File: config.mk
export PLATFORM = sky130hd
export DESIGN_NAME = fc_argmax_classifier
export DESIGN_NICKNAME = d
export VERILOG_FILES = /design/src/rtl/fc_argmax_classifier.sv
export SDC_FILE = /design/constraint.sdc
export NUM_CORES = 1
export LEC_CHECK = 0
export ABC_AREA = 1
export BUFFER_PORTS_ARGS = -buffer_cell sky130_fd_sc_hd__buf_2
export CORE_MARGIN = 3
export CORE_UTILIZATION = 50
export CTS_CLUSTER_DIAMETER = 100
export DETAILED_ROUTE_END_ITERATION = 12
export GPL_TIMING_DRIVEN = 0
export HOLD_SLACK_MARGIN = 0.08
export PLACE_DENSITY = 0.73
export REMOVE_ABC_BUFFERS = 1
export SYNTH_ARGS = -nofsm -noshare
export SYNTH_HDL_FRONTEND = slang
export SYNTH_SLANG_ARGS = --single-unit
File: constraint.sdc
create_clock -name clk -period 18 [get_ports clk]
set_input_delay 0.9 -clock clk [delete_from_list [all_inputs] [get_ports clk]]
set_output_delay 0.9 -clock clk [all_outputs]
set_load 0.01 [all_outputs]
File: src/rtl/fc_argmax_classifier.sv
// Final classification stage: captures the FC scores, scans them serially
// for the maximum, and reports the winning class index and score.
module fc_argmax_classifier #(
  parameter int unsigned DATA_WIDTH        = 32,
  parameter int unsigned NUMBER_OF_CLASSES = 10,
  parameter int unsigned ARITH_TYPE        = 0,
  parameter int unsigned INDEX_WIDTH       = $clog2(NUMBER_OF_CLASSES),
  parameter int unsigned COUNT_WIDTH       = 8
) (
  input  logic                                    clk,
  input  logic                                    reset,
  input  logic                                    start_from_previous,
  input  logic [NUMBER_OF_CLASSES*DATA_WIDTH-1:0] data_in,
  output logic                                    end_to_previous,
  output logic                                    busy,
  output logic [INDEX_WIDTH-1:0]                  class_index,
  output logic [DATA_WIDTH-1:0]                   class_score,
  output logic                                    output_ready,
  output logic [COUNT_WIDTH-1:0]                  inference_count
);

  localparam int unsigned LAST = NUMBER_OF_CLASSES - 1;
  localparam logic [DATA_WIDTH-1:0] MSB_MASK = {1'b1, {(DATA_WIDTH-1){1'b0}}};

  typedef enum logic [1:0] {IDLE, SCAN, DONE} state_t;

  // Maps a score onto an unsigned-ordered key (float sign-magnitude or two's complement).
  function automatic logic [DATA_WIDTH-1:0] cmp_key(input logic [DATA_WIDTH-1:0] x);
    if (ARITH_TYPE == 0 && x[DATA_WIDTH-1]) return ~x;
    return x ^ MSB_MASK;
  endfunction

  state_t                 state_q, state_d;
  logic [DATA_WIDTH-1:0]  score_buf [NUMBER_OF_CLASSES];
  logic [INDEX_WIDTH-1:0] cnt_q, cnt_d;
  logic [INDEX_WIDTH-1:0] best_idx_q, best_idx_d;
  logic [DATA_WIDTH-1:0]  best_q, best_d;
  logic [DATA_WIDTH-1:0]  cand;
  logic                   greater;
  logic                   capture;
  logic                   end_d, busy_d, ready_d;
  logic [INDEX_WIDTH-1:0] class_index_d;
  logic [DATA_WIDTH-1:0]  class_score_d;
  logic [COUNT_WIDTH-1:0] count_d;

  assign cand    = score_buf[cnt_q];
  assign greater = cmp_key(cand) > cmp_key(best_q);

  // Next-state and next-output logic.
  always_comb begin
    state_d       = state_q;
    cnt_d         = cnt_q;
    best_d        = best_q;
    best_idx_d    = best_idx_q;
    capture       = 1'b0;
    end_d         = 1'b0;
    ready_d       = 1'b0;
    class_index_d = class_index;
    class_score_d = class_score;
    count_d       = inference_count;
    case (state_q)
      IDLE: begin
        if (start_from_previous) begin
          capture    = 1'b1;
          best_d     = data_in[DATA_WIDTH-1:0];
          best_idx_d = '0;
          cnt_d      = INDEX_WIDTH'(1);
          end_d      = 1'b1;
          state_d    = SCAN;
        end
      end
      SCAN: begin
        if (greater) begin
          best_d     = cand;
          best_idx_d = cnt_q;
        end
        cnt_d = cnt_q + 1'b1;
        // Last compare: publish the winner so it is visible during DONE.
        if (cnt_q == INDEX_WIDTH'(LAST)) begin
          cnt_d         = '0;
          class_index_d = greater ? cnt_q : best_idx_q;
          class_score_d = greater ? cand : best_q;
          ready_d       = 1'b1;
          count_d       = inference_count + 1'b1;
          state_d       = DONE;
        end
      end
      DONE:    state_d = IDLE;
      default: state_d = IDLE;
    endcase
    busy_d = (state_d != IDLE);
  end

  always_ff @(posedge clk) begin
    if (reset) begin
      state_q         <= IDLE;
      cnt_q           <= '0;
      best_q          <= '0;
      best_idx_q      <= '0;
      end_to_previous <= 1'b0;
      busy            <= 1'b0;
      class_index     <= '0;
      class_score     <= '0;
      output_ready    <= 1'b0;
      inference_count <= '0;
      for (int k = 0; k < int'(NUMBER_OF_CLASSES); k++) score_buf[k] <= '0;
    end else begin
      state_q         <= state_d;
      cnt_q           <= cnt_d;
      best_q          <= best_d;
      best_idx_q      <= best_idx_d;
      end_to_previous <= end_d;
      busy            <= busy_d;
      class_index     <= class_index_d;
      class_score     <= class_score_d;
      output_ready    <= ready_d;
      inference_count <= count_d;
      if (capture) begin
        for (int k = 0; k < int'(NUMBER_OF_CLASSES); k++)
          score_buf[k] <= data_in[k*DATA_WIDTH +: DATA_WIDTH];
      end
    end
  end

endmodule

# Yosys cells after proc, flatten, opt, wreduce, memory -nomap -nowiden
# Memories as Yosys holds them, arrays and structs flattened. A register that Yosys moved wholly into a read port is not among the register bits.
# Index checks and enable logic that the tools add are counted.
op_classes:
  add_sub_neg: 2
  order_cmp: 1
  n_eq_ne: 3
  n_mux: 38
  bitwise: 15
  n_reduce_logical: 6
ops:
  columns: ["operator", "count"]
  rows:
  - ["$mux 32", 16]
  - ["$not 32->32", 2]
  - ["$pmux 32 s2", 1]
  - ["$gt 32x32->1", 1]
  - ["$mux 4", 6]
  - ["$pmux 4 s2", 2]
  - ["$mux 1", 10]
  - ["$or 1x1->1", 10]
  - ["$add 8x1->8 const B", 1]
  - ["$add 4x1->4 const B", 1]
  - ["$eq 4x4->1 const B", 1]
  - ["$mux 2", 2]
  - ["$pmux 2 s2", 1]
  - ["$reduce_and 2->1", 2]
  - ["$reduce_bool 2->1", 2]
  - ["$not 1->1", 3]
  - ["$eq 2x1->1 const B", 1]
  - ["$logic_not 2->1", 1]
  - ["$ne 2x2->1 const B", 1]
  - ["$reduce_or 2->1", 1]
totals:
  register_bits: 89
  ramBits: 320
  out_inout_bits: 47
  wordCells: 76
  mem_count: 1
memory_table:
  columns: ["memory", "depth", "width", "read_ports", "rd_ports_with_merged_regs", "write_ports", "line", "source"]
  rows:
  - ["score_buf", 10, 32, 1, 1, 10, "34", "logic [DATA_WIDTH-1:0] score_buf [NUMBER_OF_CLASSES];"]

# Longest topological paths before layout
# Gate-level depths: netlist (run 1).
logic_depth:
  word_depth: 6
  mapped_depth: 30

# Least setup slack after synthesis (run 1)
# OpenSTA, ideal clock, no wires.
synth_timing:
  path_kind: "input-to-reg"
  start: "input reset"
  end: "memory score_buf[0][0] (enable)"
  arrival_ns: 6.705
  required_time_ns: 15.627
  path_slack_ns: 8.922
  stages: 4
  path_buffers: 2
  cell_sequence: "clkbuf_1 > clkinv_1 > clkbuf_1 > nand2_1"
synth_lines:
  columns: ["element", "line", "source"]
  rows:
  - ["start, declared", "11", "input logic reset,"]
  - ["end, declared", "34", null]

==> flow_results.org, run 1 <==
** GRT
- Number of antenna violations at the first check in global routing :: 1
- Summed over all layers, the global routing overflow is 0.
- Global routing used around a third of the available met1 tracks.
- Global routing used 24.8% of the available tracks.
- Pin count of the biggest net entering global routing :: 120
- The first global-routing pass estimated approximately 87,000 um of wire.
- GRT met3 Usage :: 4.59%
- met2 is the most crowded layer.
- GRT met2 Usage :: 41.7%
- Number of global-route vias before repair :: around 17,000

** Clock tree
- After clock tree synthesis, the repair step resized 0 gates.
- For this design, the CTS-stage hold fixing added 0 buffers.
- The clock passes through at most 3 buffers.
- TritonCTS built the clock tree.
- Clock tree sinks :: 413
- The clock tree synthesis step divided the H-tree into 2 levels.
- Cell at the root of the clock tree :: sky130_fd_sc_hd__clkbuf_16
- Post-CTS timing repair inserted 0 buffers for setup.
- Insertion delay of the later-clocked pin in the worst-skew pair :: 0.56 ns
- Number of buffers created by CTS :: 44
- After clock tree synthesis, the clock-pin slew on the worst setup and hold paths is 0.06 ns.

** STA
- Measured slew at the worst slew-check pin :: 1.26 ns
- Layout Skew :: 0.0120 ns
- Hold slack :: 0.468 ns
- Based on the critical path, the design can be clocked at up to between 0.15 and 0.2 GHz.
- Final period util :: 31.9%
- Final setup violation count :: 0
- RSZ-0062 raised after global routing :: no
- Final Hold Fails :: 0
- The final max-slew violation count was 0.
- Time the final worst path needs with I/O delays and setup :: 5.74 ns
- Setup TNS :: 0 ns
- Slew margin rel. :: 15.9%

** Hold path
- Along the worst hold path, the cell count comes to 2.
- Tightest Hold Check Type :: reg -> reg

** Synth
- After technology mapping, the gate count stands at 2,360.
- Counting flops with an async set or reset pin after synthesis yields a share of 0%.
- Number of flip-flops and latches in the synthesized netlist :: 413
- Cell area after synthesis :: 0.0207 mm^2
- The netlist uses 42 different library cells.
- Sequential area share after synthesis :: a little under three fifths
- Averaged over all synthesized cells, the footprint is 8.78 um^2.
- For this run, the leading register cell type out of synthesis is sky130_fd_sc_hd__edfxtp_1.
- Count of warnings emitted by yosys :: 0
- Number of flops mapped to enable cells by yosys :: 320

** Place
- The congestion estimate from routability-driven global placement came to 0.784.
- Instance area at placement :: 0.0229 mm^2
- Detailed placement finished with a half-perimeter wire length of between 30,000 and 40,000 um.
- In this run the tool buffered the top-level ports with 369 buffer cells.

** Detailed routing
- The detailed router placed 16,900 vias in this run.
- The detailed router finished its first iteration with 1,367 violations.
- Dividing the detail-routed wire length by the instance count gives ~17 um.
- Wires add up to roughly 56,000 um.
- In the routed design, unresolved DRC markers number 0.
- The pre-antenna-repair detailed-routing pass consisted of 5 iterations.
- The count of nets left with antenna violations once routing finished came out at 0.
- Vias/cell :: 5.28

** Power
- In this run, the clock network consumes 31.5% of the power.
- Largest voltage drop on the vdd net :: 0.0000767 V
- Dividing total power by cell area gives a power density of 115 mW/mm^2.
- Of the total power, combinational logic draws 26.8%.
- Of the total power, the share spent switching nets is 32.5%.
- Part of the total power dissipated in sequential elements :: about two fifths
- Summed over all nets, the switching power comes to slightly above 900 uW.
- Design internal power :: 1.89 mW
- In this run the static leakage power is 11.6 nW.
- Overall power consumption :: 2.80 mW

** Critical path
- Crit Path Category :: reg -> reg
- Sort of element at the start of the critical path :: flip-flop
- Worst path required time :: 18.44 ns
- The worst setup path is captured at a flip-flop.
- Along the worst path, the maximum fanout reaches 94.
- CP arrival :: about 6.2 ns
- Counting cells, the worst reg-to-reg path comes to 23.

** Floorplan
- Core ar. :: 0.0404 mm^2
- The floorplan step defined a die boundary enclosing 0.0439 mm^2.
- 370 I/O pins were placed.
- Row cnt :: 73
- Starting Density :: 51.4%
- Overall die width :: 210 um
- Vert. Die Dim :: 210 um

** Flow run
- Number of max-cap violations :: 0

** Cells and area
- The area growth from synthesis to layout is 17.2%.
- Share of cells above drive strength 1 :: 18.8%
- The net count of the finished layout is 3,010.
- Final standard cell area without fillers :: 0.0243 mm^2
- The repair_antennas step left the layout with diodes totalling 0.

** Status
- Result of the run :: complete, no violations
cell usage after synthesis, drive strengths merged, types with 10 or more instances:
cell type	count	area share, %
nand2	202	4.1
o21ai	201	4.9
o211ai	69	2.5
edfxtp	320	46
xor2	32	1.4
dfxtp	93	9.0
clkbuf	45	0.81
nand4	36	1.1
inv	399	7.2
nand3	142	3.4
nor2	583	11
xnor2	31	1.3
a21oi	48	1.3
buf	96	2.9
nand3b	10	0.36
ha	35	2.1
stage by stage:
stage          cells  worst slack (ns)  utilization, %
2_1_floorplan   2219              8.68               -
6_report        3210             12.26            60.2
3_3_place_gp    3113              3.67            55.7
3_5_place_dp    3130             12.21            56.7
4_1_cts         3209             12.20            60.1
5_1_grt         3210             11.87            60.2
power by group through the flow:
stage	Combinational [mW]	Clock [mW]	Sequential, mW
final	0.750	0.882	1.17
after global routing	0.844	0.938	1.18
after CTS	0.751	0.899	1.17
after detailed placement	0.745	0	1.19
after global placement	0.706	0	1.23
after floorplan	0.503	0	1.20
cell type report:
class                           instances  area, um^2
Clock buffer                           60        1200
Clock inverter                         19         175
Fill cell                            3513       16100
Inverter                              400        1520
Multi-Input combinational cell       1406        7010
Sequential cell                       413       11500
Tap cell                              525         657
Timing Repair Buffer                  387        2270
flip-flops by register name (all words and copies together) (netlist names), named ones only:
name / flops
busy: 1
best_idx_q: 4
class_score: 32
cnt_q: 4
class_index: 4
end_to_previous: 1
inference_count: 8
score_buf: 320
output_ready: 1
best_q: 32
state_q: 2
cells in the final DEF, fill, tap and decap left out, drive strengths merged:
master and instances:
nor2 583, inv 400, buf 387, edfxtp 320, nand2 202, o21ai 201
nand3 142, dfxtp 93, o211ai 69, clkbuf 60, a21oi 48, nand4 36
ha 35, xor2 32, xnor2 31, clkinv 15, nand3b 10, o21a 3
bufinv 3, nor3 3, a31oi 2, nor3b 2, a211oi 2, o32ai 2
a21o 1, nor4 1, and3 1, clkinvlp 1
critical path, cell delays in order (launching register included):
cell,delay [ns]
sky130_fd_sc_hd__dfxtp_4,0.51
sky130_fd_sc_hd__buf_16,0.27
sky130_fd_sc_hd__inv_6,0.47
sky130_fd_sc_hd__buf_16,0.39
sky130_fd_sc_hd__nor2_1,0.07
sky130_fd_sc_hd__nor2_1,0.09
sky130_fd_sc_hd__o21ai_0,0.10
sky130_fd_sc_hd__o211ai_1,0.13
sky130_fd_sc_hd__o211ai_2,0.14
sky130_fd_sc_hd__nand2_4,0.51
sky130_fd_sc_hd__xor2_1,0.14
sky130_fd_sc_hd__ha_1,0.33
sky130_fd_sc_hd__nand2_1,0.10
sky130_fd_sc_hd__nor2_1,0.21
sky130_fd_sc_hd__nand2_2,0.11
sky130_fd_sc_hd__nor4_4,0.23
sky130_fd_sc_hd__nand3b_1,0.56
sky130_fd_sc_hd__buf_8,0.37
sky130_fd_sc_hd__nand2_8,0.31
sky130_fd_sc_hd__nand2_1,0.12
sky130_fd_sc_hd__nand3_1,0.10
sky130_fd_sc_hd__nand2_1,0.07
sky130_fd_sc_hd__nand2_1,0.06
sky130_fd_sc_hd__nand2_1,0.09
cell families after synthesis:
kind of cell	count (synthesis)	share of synthesized area, %
AO/OA/AOI/OAI	328	9.04
XOR/XNOR	63	2.66
adder cells (fa/ha/maj)	35	2.11
buffers and inverters	541	11.0
flip-flops	413	55.3
AND/OR/NAND/NOR	980	19.9
layer usage:
metal | wire (um) | vias up
met1 | 23200 | 7976
li1 | - | 8190
met2 | 27100 | 660
met3 | 4090 | 116
met5 | 13 | -
met4 | 1720 | 2
worst paths after layout:
| check | startpoint | slack (ns) | endpoint |
|---|---|---|---|
| max | flip-flop | 12.26 | best_q[30] |
| min | best_idx_q[1] | 0.47 | best_idx_q[1] |
| max reg2reg | flip-flop | 12.26 | best_q[30] |
| min reg2reg | best_idx_q[1] | 0.47 | best_idx_q[1] |
No activity file was read; power rests on OpenSTA's default activity.
==> run 2: changes to the inputs <==
==> constraint.sdc (replaced) <==
create_clock -name clk -period 5.88 [get_ports clk]
set_input_delay 0.294 -clock clk [delete_from_list [all_inputs] [get_ports clk]]
set_output_delay 0.294 -clock clk [all_outputs]
set_load 0.01 [all_outputs]
==> flow_results.org, run 2 (synthesis results as in run 1) <==
** Status
- The run finished with clean final reports.

** Detailed routing
- Total length of routed wires :: 65,200 um (+16%)
- Detail-routed net length per standard cell :: 18.5 um (+5.7%)
- The post-detailed-route count of antenna-violating nets came to 0 (unchanged).
- The violation count after the first detailed-route iteration came to 1,674 (+22%).
- DRC viols :: 0 (unchanged)
- The via count of the routed design came to 18,800 (+11%).
- Vias/cell :: 5.33 (+0.89%)
- The number of search-and-repair iterations in the first detailed-routing pass came to 5 (unchanged).

** Cells and area
- Top register by number of flip-flops :: score_buf
- The total number of nets in the final design was 3,329 (+11%).
- The multi-input gate area in the final layout is 0.00702 mm^2 (+0.13%).
- The number of flip-flops under the largest register name is 320 (unchanged).
- Most common cell after layout, fill and taps aside :: sky130_fd_sc_hd__nor2_1
- Sequential cell area in the final layout :: 0.0115 mm^2 (unchanged)
- Most used cells in the layout excluding fill and tap cells :: 578 x sky130_fd_sc_hd__nor2_1, 391 x sky130_fd_sc_hd__inv_1, 369 x sky130_fd_sc_hd__buf_2
- Relative to the synthesized area, the layout overhead comes to 32.7%.
- Final standard cell area without fillers :: 0.0275 mm^2 (+13%)
- Regs by FF count :: score_buf: 320 flops, best_q: 32 flops, class_score: 32 flops
- Filler cells :: 2,944 (-16%)
- The share of final-layout standard cells stronger than drive strength 1 is 16.9% (-1.9 points).
- Post-Layout Cell Count :: 3,532 (+10%)

** GRT
- Wire length of the first global-routing pass :: 100,000 um (+16%)
- The global-route congestion overflow total was 0 (unchanged).
- The pin count of the biggest net entering global routing came to 120 (unchanged).
- GRT Total Usage :: 28.9% (+4.0 points)
- The initial antenna violation count was 4 (+3).
- The via count of the first global-routing pass was 19,300 (+15%).

** Power
- P_leak :: 13.0 nW (+11%)
- Largest voltage drop on the vdd net :: 0.000250 V (+230%)
- The power per standard cell area came to 319 mW/mm^2 (+180%).
- The switching part of the total came to 32.6% (+0.084 points).
- Overall power consumption :: 8.79 mW (+210%)
- The cell-internal power came to 5.92 mW (+210%).
- Switching power total :: 2.87 mW (+210%)
- The part of the total power dissipated in the clock network came to 31.0% (-0.5 points).
- Logic pwr share :: 28.3% (+1.5 points)
- The relative contribution of sequential cells to total power came to 40.7% (-1.0 points).

** Place
- Placement Setup Slack :: 0.0859 ns (-12.12 ns)
- The placer's final routability congestion estimate is 0.784 (unchanged).
- Post-detailed-placement half-perimeter wirelength :: 35,800 um (unchanged)
- The total placed cells including tap cells is 3,130 (unchanged).
- The port buffer count was 369 (unchanged).
- The placed cell area came to 0.0229 mm^2 (unchanged).

** Clock tree
- The TritonCTS buffer count is 44 (unchanged).
- Clock tree synthesis selected as its root buffer the cell sky130_fd_sc_hd__clkbuf_16.
- Insertion delay of the later-clocked pin in the worst-skew pair :: 0.57 ns (about the same)
- Clock tree sinks :: 413 (unchanged)
- Count of H-tree levels built during CTS :: 2 (unchanged)
- Buffer levels on the longest clock path :: 3 (unchanged)
- Reg clk slew, reported paths :: 0.06 ns (about the same)
- TritonCTS built the clock tree.

** STA
- The clock tree skew after final layout came to 0.0159 ns (+0.00388 ns).
- The highest attainable clock frequency is 0.184 GHz (+5.9%).
- PnR worst setup slack :: 0.459 ns (-11.80 ns)
- Final Hold Fails :: 0 (unchanged)
- Final period util :: 92.2% (+60 points)
- Slew margin rel. :: 15.7% (-0.13 points)
- RSZ-0062 raised after global routing :: no
- Time the final worst path needs with I/O delays and setup :: 5.42 ns (-0.321 ns)
- The total of endpoints with negative setup slack in the final report is 0 (unchanged).
- Pins Over Slew Limit :: 0 (unchanged)
- The slew of the pin with the lowest slew margin is 1.26 ns (+0.00189 ns).

** Floorplan
- Row cnt :: 73 (unchanged)
- The area enclosed by the die boundary was 0.0439 mm^2 (unchanged).
- The width of the chip came to 210 um (unchanged).
- The die span in y is 210 um (unchanged).
- The number of I/O pins was 370 (unchanged).
- Core ar. :: 0.0404 mm^2 (unchanged)
- The initial core utilization is 51.4% (unchanged).

** Critical path
- Sort of element at the start of the critical path :: flip-flop
- The register-to-register path setup slack came to 0.46 ns (-11.80 ns).
- The data required time of the worst path was 6.28 ns (-12.16 ns).
- Setup crit end kind :: flip-flop
- CP arrival :: 5.82 ns (-0.37 ns)
- Largest driver fanout on the critical path :: 94 (unchanged)
- The critical path is of the reg -> reg type.

** Flow run
- The number of maximum-capacitance constraint violations came to 0 (unchanged).

** Hold path
- The worst hold path belongs to the class in -> reg.
==> run 2: cell types whose count changed in the layout (fill, tap and decap cells not counted), sizes merged <==
cell	before	now
buf	387	389
diode	0	3
dlygate4sd3	0	317
==> run 2: final cells by class <==
cell class | count | area share (%)
Clock buffer | 60 | 4.37
Antenna cell | 3 | 0.0273
Timing Repair Buffer | 706 | 19.8
Multi-Input combinational cell | 1406 | 25.5
Inverter | 400 | 5.51
Sequential cell | 413 | 41.7
Clock inverter | 19 | 0.637
Tap cell | 525 | 2.39
==> run 2: per-layer routing <==
layer  GRT usage (%)  vias up  share of wire [%]
li1                -     8835                  -
met1            35.0     8885                 38
met2            49.3      880                 49
met3            5.62      208                7.7
met4            14.1        2                4.5
met5               0        -              0.020
==> run 2: path summary, 6_finish.rpt <==
kind	start	to	cells after the start
worst min-delay path	data_in[7]	score_buf[0][7]	3
worst min register to register	best_idx_q[1]	best_idx_q[1]	2
worst max register to register	flip-flop	best_q[16]	22
worst max-delay path	flip-flop	best_q[16]	22
==> run 2: power groups by stage <==
stage               logic (mW)  clock network (mW)  registers, mW
CTS                       2.46                2.75           3.57
global route              2.78                2.88           3.60
global placement          2.16                   0           3.75
floorplan                 1.54                   0           3.68
detailed placement        2.28                   0           3.63
finish                    2.49                2.72           3.58
==> run 2: critical path: stages, from the launching register on <==
cell	delay (ns)
sky130_fd_sc_hd__dfxtp_4	0.70
sky130_fd_sc_hd__buf_16	0.30
sky130_fd_sc_hd__inv_6	0.22
sky130_fd_sc_hd__buf_16	0.31
sky130_fd_sc_hd__nor2_1	0.15
sky130_fd_sc_hd__nor2_1	0.05
sky130_fd_sc_hd__o21ai_1	0.10
sky130_fd_sc_hd__o21ai_1	0.09
sky130_fd_sc_hd__o211ai_2	0.26
sky130_fd_sc_hd__nand2_8	0.29
sky130_fd_sc_hd__xor2_1	0.24
sky130_fd_sc_hd__ha_1	0.32
sky130_fd_sc_hd__nand2_1	0.10
sky130_fd_sc_hd__nor2_1	0.21
sky130_fd_sc_hd__nand2_2	0.11
sky130_fd_sc_hd__nor4_4	0.23
sky130_fd_sc_hd__nand2_1	0.14
sky130_fd_sc_hd__nand2_4	0.48
sky130_fd_sc_hd__nand2_8	0.40
sky130_fd_sc_hd__nand2_2	0.16
sky130_fd_sc_hd__nand3_1	0.08
sky130_fd_sc_hd__nand2_1	0.13
sky130_fd_sc_hd__a21oi_2	0.06
==> run 2: metrics by stage <==
step	utilization (%)	hold slack (ns)	setup TNS [ns]
after CTS	68.0	0.0858	0
after detailed placement	56.7	0.459	0
after global routing	68.1	0.114	0
after global placement	55.7	0.451	-3048.33
final	68.1	0.122	0
after floorplan	-	0.356	-997.31
==> run 2: timing repair <==
action                     4_1_cts  5_1_grt
hold endpoints to repair       326        0
setup endpoints to repair        0       61
hold buffers                   317        0
buffers inserted                 0        2
resized for setup                0        1
